### config.mk
export PLATFORM = sky130hd
export DESIGN_NAME = genius_playback_sched
export DESIGN_NICKNAME = d
export VERILOG_FILES = /design/src/rtl/genius_pkg.sv /design/src/rtl/genius_playback_sched_tick_timer.sv /design/src/rtl/genius_playback_sched.sv
export SDC_FILE = /design/constraint.sdc
export NUM_CORES = 1
export LEC_CHECK = 0
export CAP_MARGIN = 0
export CORE_MARGIN = 1
export CORE_UTILIZATION = 55
export DETAILED_ROUTE_END_ITERATION = 10
export PLACE_DENSITY = 0.82
export SETUP_SLACK_MARGIN = 0.1
export SLEW_MARGIN = 0
export SYNTH_ARGS = -nofsm -noshare
export SYNTH_HDL_FRONTEND = slang
export SYNTH_SLANG_ARGS = --single-unit
### constraint.sdc
create_clock -name CLOCK -period 8.6 [get_ports CLOCK]
set_input_delay 2.58 -clock CLOCK [delete_from_list [all_inputs] [get_ports CLOCK]]
set_output_delay 2.58 -clock CLOCK [all_outputs]
set_load 0.05 [all_outputs]
### src/rtl/genius_pkg.sv
// genius_pkg: shared definitions for the Genius LED playback sequencer.
//   - FSM state encodings (IDLE, FETCH, ON, OFF, DONE)
//   - colour codes as stored in the sequence memory
//   - colour -> one-hot LED lookup table (LEDR[9:6])
//   - default on/off phase lengths for a 50 MHz CLOCK
package genius_pkg;

    localparam logic [2:0] IDLE  = 3'd0;
    localparam logic [2:0] FETCH = 3'd1;
    localparam logic [2:0] ON    = 3'd2;
    localparam logic [2:0] OFF   = 3'd3;
    localparam logic [2:0] DONE  = 3'd4;

    localparam logic [1:0] GREEN  = 2'd0;
    localparam logic [1:0] RED    = 2'd1;
    localparam logic [1:0] YELLOW = 2'd2;
    localparam logic [1:0] BLUE   = 2'd3;

    // Element [c] is the LED pattern for colour code c.
    localparam logic [3:0][3:0] LED_TABLE = {
        4'b0001 << BLUE,
        4'b0001 << YELLOW,
        4'b0001 << RED,
        4'b0001 << GREEN
    };

    localparam int unsigned DEF_ON_TICKS  = 25000000;
    localparam int unsigned DEF_OFF_TICKS = 12500000;

endpackage

### src/rtl/genius_playback_sched_tick_timer.sv
// tick_timer: loadable down-counter for the playback phase timing.
// Ports:
//   clk     in   system clock
//   reset   in   synchronous active-high reset (count -> 0)
//   load    in   load value into the counter this cycle
//   value   in   CNT_W  count to load (phase length minus one)
//   expire  out  counter is at zero
module tick_timer #(
    parameter int unsigned CNT_W = 25
) (
    input  logic             clk,
    input  logic             reset,
    input  logic             load,
    input  logic [CNT_W-1:0] value,
    output logic             expire
);

    logic [CNT_W-1:0] count;

    always_ff @(posedge clk) begin
        if (reset) begin
            count <= '0;
        end else if (load) begin
            count <= value;
        end else if (count != '0) begin
            count <= count - CNT_W'(1);
        end
    end

    assign expire = (count == '0);

endmodule

### src/rtl/genius_playback_sched.sv
// genius_playback_sched: plays the stored Genius colour sequence on LEDR[9:6].
// On start (in IDLE) it walks round (clamped to SEQ_LEN_MAX) entries of the
// synchronous sequence memory, lighting one LED per step for an on phase
// followed by a dark gap, then pulses done (end_FPGA).
// Ports:
//   CLOCK    in   system clock
//   reset    in   synchronous active-high reset
//   start    in   begin playback (IDLE only)
//   round    in   IDX_W+1  steps to play, 0 = none, clamped to SEQ_LEN_MAX
//   speed    in   2        phase lengths are shifted right by speed
//   rd_addr  out  IDX_W    sequence memory address
//   rd_data  in   2        colour code, one cycle after rd_addr
//   leds     out  4        one-hot colour LEDs
//   busy     out  1        playback in progress
//   done     out  1        one-cycle end-of-playback pulse
//   abort    in   1        (only with `define PLAYBACK_ABORT_EN) cancel playback
import genius_pkg::*;

module genius_playback_sched #(
    parameter int unsigned SEQ_LEN_MAX = 16,
    parameter int unsigned IDX_W       = 4,
    parameter int unsigned ON_TICKS    = DEF_ON_TICKS,
    parameter int unsigned OFF_TICKS   = DEF_OFF_TICKS,
    parameter int unsigned CNT_W       = 25
) (
    input  logic             CLOCK,
    input  logic             reset,
    input  logic             start,
    input  logic [IDX_W:0]   round,
    input  logic [1:0]       speed,
    output logic [IDX_W-1:0] rd_addr,
    input  logic [1:0]       rd_data,
    output logic [3:0]       leds,
    output logic             busy,
    output logic             done
`ifdef PLAYBACK_ABORT_EN
    ,
    input  logic             abort
`endif
);

    logic [2:0]       state;
    logic [IDX_W-1:0] idx;
    logic [IDX_W:0]   round_q;
    logic [IDX_W:0]   round_clamped;
    logic             last_step;
    logic             abort_hit;
    logic [CNT_W-1:0] on_shift, off_shift, on_len, off_len;
    logic             timer_load;
    logic [CNT_W-1:0] timer_value;
    logic             timer_expire;

`ifdef PLAYBACK_ABORT_EN
    assign abort_hit = abort && (state != IDLE);
`else
    assign abort_hit = 1'b0;
`endif

    always_comb begin
        round_clamped = (round > (IDX_W+1)'(SEQ_LEN_MAX)) ? (IDX_W+1)'(SEQ_LEN_MAX) : round;
        last_step     = ({1'b0, idx} == round_q - (IDX_W+1)'(1));

        // Phase lengths follow the current speed; never shorter than one cycle.
        on_shift  = CNT_W'(ON_TICKS >> speed);
        off_shift = CNT_W'(OFF_TICKS >> speed);
        on_len    = (on_shift == '0) ? CNT_W'(1) : on_shift;
        off_len   = (off_shift == '0) ? CNT_W'(1) : off_shift;

        // Load on ON entry (from FETCH) and on OFF entry (ON expiring).
        timer_load  = (state == FETCH) || ((state == ON) && timer_expire);
        timer_value = (state == FETCH) ? (on_len - CNT_W'(1)) : (off_len - CNT_W'(1));

        busy = (state == FETCH) || (state == ON) || (state == OFF);
        done = (state == DONE);
    end

    tick_timer #(
        .CNT_W (CNT_W)
    ) u_timer (
        .clk    (CLOCK),
        .reset  (reset),
        .load   (timer_load),
        .value  (timer_value),
        .expire (timer_expire)
    );

    // rd_addr runs one step ahead of idx: it moves to the next entry on OFF
    // entry so the memory output is already valid during FETCH, which lets
    // leds register straight from rd_data on ON entry.
    always_ff @(posedge CLOCK) begin
        if (reset || abort_hit) begin
            state   <= IDLE;
            idx     <= '0;
            rd_addr <= '0;
            leds    <= '0;
            if (reset) begin
                round_q <= '0;
            end
        end else begin
            case (state)
                IDLE: begin
                    if (start) begin
                        round_q <= round_clamped;
                        idx     <= '0;
                        state   <= (round_clamped == '0) ? DONE : FETCH;
                    end
                end
                FETCH: begin
                    leds  <= LED_TABLE[rd_data];
                    state <= ON;
                end
                ON: begin
                    if (timer_expire) begin
                        leds    <= '0;
                        rd_addr <= last_step ? '0 : idx + IDX_W'(1);
                        state   <= OFF;
                    end
                end
                OFF: begin
                    if (timer_expire) begin
                        if (last_step) begin
                            state <= DONE;
                        end else begin
                            idx   <= idx + IDX_W'(1);
                            state <= FETCH;
                        end
                    end
                end
                DONE: begin
                    idx   <= '0;
                    state <= IDLE;
                end
                default: begin
                    state <= IDLE;
                end
            endcase
        end
    end

endmodule

==> flow_metrics.env <==
export IMPL_status="finished, final reports clean"
export IMPL_ir_drop_mv=0.150
export IMPL_fin_setup_tns_ns=0
export IMPL_ys_types=58
export IMPL_avgSynthCellArea_um2=7.91
export IMPL_layout_nets=360
export IMPL_whs_path_depth=2
export IMPL_diodes=0
export IMPL_synthCells=332
export IMPL_grt_use_total_pct=25.9
export IMPL_fin_worst_skew_ns=0.0117
export IMPL_ff_latch_area_um2=901
export IMPL_grt_max_degree=25
export IMPL_boundaryPins=22
export IMPL_worst_pin_slew_ns=0.859
export IMPL_r2r_cells=8
export IMPL_start_util_pct=58.7
export IMPL_synth_nets=347
export IMPL_fillers=371
export IMPL_drt_iter0_drc=158
export IMPL_routed_via_count=2553
export IMPL_insertion_delay_ns=0.31
export IMPL_antenna_found_initial=0
export IMPL_postCtsSetupRepairBufs=0
export IMPL_synth_area_leader_cell="dfxtp_1"
export IMPL_multi_input_area_mm2=0.00163
export IMPL_period_share_pct=54.2
export IMPL_drcViolationCount=0
export IMPL_drtPass1Iterations=7
export IMPL_path_clk_slew_ns=0.09
export IMPL_crit_type="in -> reg"
export IMPL_clock_sinks=45
export IMPL_synth_top_cells_by_count="dfxtp_1, nor2_1, a21oi_1"
export IMPL_leakage_uw=0.00101
export IMPL_critPathArrivalTime_ns=4.86
export IMPL_crit_path_start_kind="input pin"
export IMPL_yosys_warnings=0
export IMPL_synthToLayoutAreaGrowth_pct=12.1
export IMPL_cts_buffers=5
export IMPL_wl_per_cell_um=15.6
export IMPL_grt_pass1_wl_um=10300
export IMPL_finalHoldViolCount=0
export IMPL_synth_edf_count=0
export IMPL_synth_top_area_share_pct=34.3
export IMPL_hp_class="reg -> reg"
export IMPL_die_w_um=71.1
export IMPL_use_met3_pct=5.98
export IMPL_crit_required_ns=8.80
export IMPL_dp_hpwl_um=4400
export IMPL_die_h_um=71.1
export IMPL_setup_ws_ns=3.94
export IMPL_cts_resized=0
export IMPL_grt_busiest_layer="met2"
export IMPL_min_period_ns=4.66
export IMPL_coreArea_mm2=0.00447
export IMPL_syn_area_mm2=0.00263
export IMPL_drv_slew=0
export IMPL_wirelength_um=6200
export IMPL_synthArstFlopShare_pct=0
export IMPL_synth_ff_type="dfxtp_1"
export IMPL_first_global_vias=2235
export IMPL_rows=24
export IMPL_met2_usage_pct=39.7
export IMPL_fin_util_pct=65.8
export IMPL_clk_path_buf_depth=2
export IMPL_drive_gt1_share_pct=7.23
export IMPL_post_drt_via_cell_ratio=6.41
export IMPL_powerDensity_mw_per_mm2=265
export IMPL_clock_fmax_mhz=215
export IMPL_cp_end_kind="flop"
export IMPL_portBuffers=21
export IMPL_relSlewSlack_pct=42.5
export IMPL_cts_tree="done"
export IMPL_netlist_top_cells_area="dfxtp_1, a21oi_1, nor2_1"
export IMPL_holdBufCountCts=0
export IMPL_synth_most_common_cell="dfxtp_1"
export IMPL_dieArea_mm2=0.00506
export IMPL_met1_usage_pct=35.8
export IMPL_pre_cts_slack_ns=3.64
export IMPL_cp_max_fo=12
export IMPL_ys_ff_latch=45
export IMPL_setup_viol=0
export IMPL_ant_nets=0
export IMPL_htreeDepth=2
export IMPL_grt_ovfl_total=0
export IMPL_rsz0062_at_grt="false"
export IMPL_drv_cap=0
export IMPL_root_buffer="clkbuf_8"
export IMPL_gp_congestion=0.909
export IMPL_yosysSeqAreaShare_pct=34.3
## critical path: stages
cell	delay [ns]
clkdlybuf4s50_1	0.60
nor2_1	0.21
mux2i_1	0.12
nor4b_2	0.57
nand3_1	0.21
or4b_1	0.50
o41ai_1	0.07
## layer usage
metal | up-vias | part of all wire, %
met3 | 6 | 8.8
li1 | 1239 | -
met5 | - | 0
met2 | 119 | 44
met1 | 1189 | 46
met4 | 0 | 1.3
## area by class of cell
cell class	count	area share (%)
clock inverters	2	0.510
repair buffers	24	7.90
multi-input cells	260	55.2
flip-flops and latches	45	30.6
well taps	52	2.21
clock buffers	6	2.46
inverters	9	1.15
## flip-flops by register name, summed over array words and instances (netlist names)
signal and flops:
u_timer.count 25, round_q 5, idx 4, leds 4, rd_addr 4, state 3
## metrics by stage
| stage | hold WS [ns] | area [um^2] | instances | total power, uW |
|---|---|---|---|---|
| 3_3_place_gp | 0.440 | 2860 | 390 | 635 |
| 2_1_floorplan | 0.443 | 2630 | 332 | 570 |
| 5_1_grt | 0.475 | 2950 | 398 | 833 |
| 3_5_place_dp | 0.444 | 2860 | 390 | 643 |
| 4_1_cts | 0.457 | 2950 | 398 | 776 |
| 6_report | 0.455 | 2950 | 398 | 780 |
## cell families after synthesis
logic type,Yosys count,share of synthesized area [%]
buf+inv,27,4.05
compound gates,73,18.3
mux,1,0.381
xor+xnor,17,5.67
fa+ha+maj,3,1.43
simple gates,166,35.9
flops,45,34.3
## final timing paths
| check | slack (ns) | from | end |
|---|---|---|---|
| min reg2reg | 0.45 | rd_addr[1] | rd_addr[1] |
| max | 3.94 | speed[0] | u_timer.count[16] |
| max reg2reg | 5.36 | state[1] | u_timer.count[16] |
| min | 0.45 | rd_addr[1] | rd_addr[1] |
## placed cells by master (no fill, tap or decap), drive strengths merged, types with 5 or more instances in the layout
cell and count:
a21oi 32, or3 6, o21ai 10, xnor2 11
nor4 11, and3 5, xor2 6, nor4b 6
clkdlybuf4s50 21, nor3 15, nand3b 7, nand3 15
dfxtp 45, nor2 40, clkbuf 6, nand4 5
inv 9, nand2 30
## where the power goes
group          switching [uW]  internal, uW
Sequential               46.9           254
Combinational             205           143
Clock                    74.6          57.3
No activity file was read; power rests on OpenSTA's default activity.
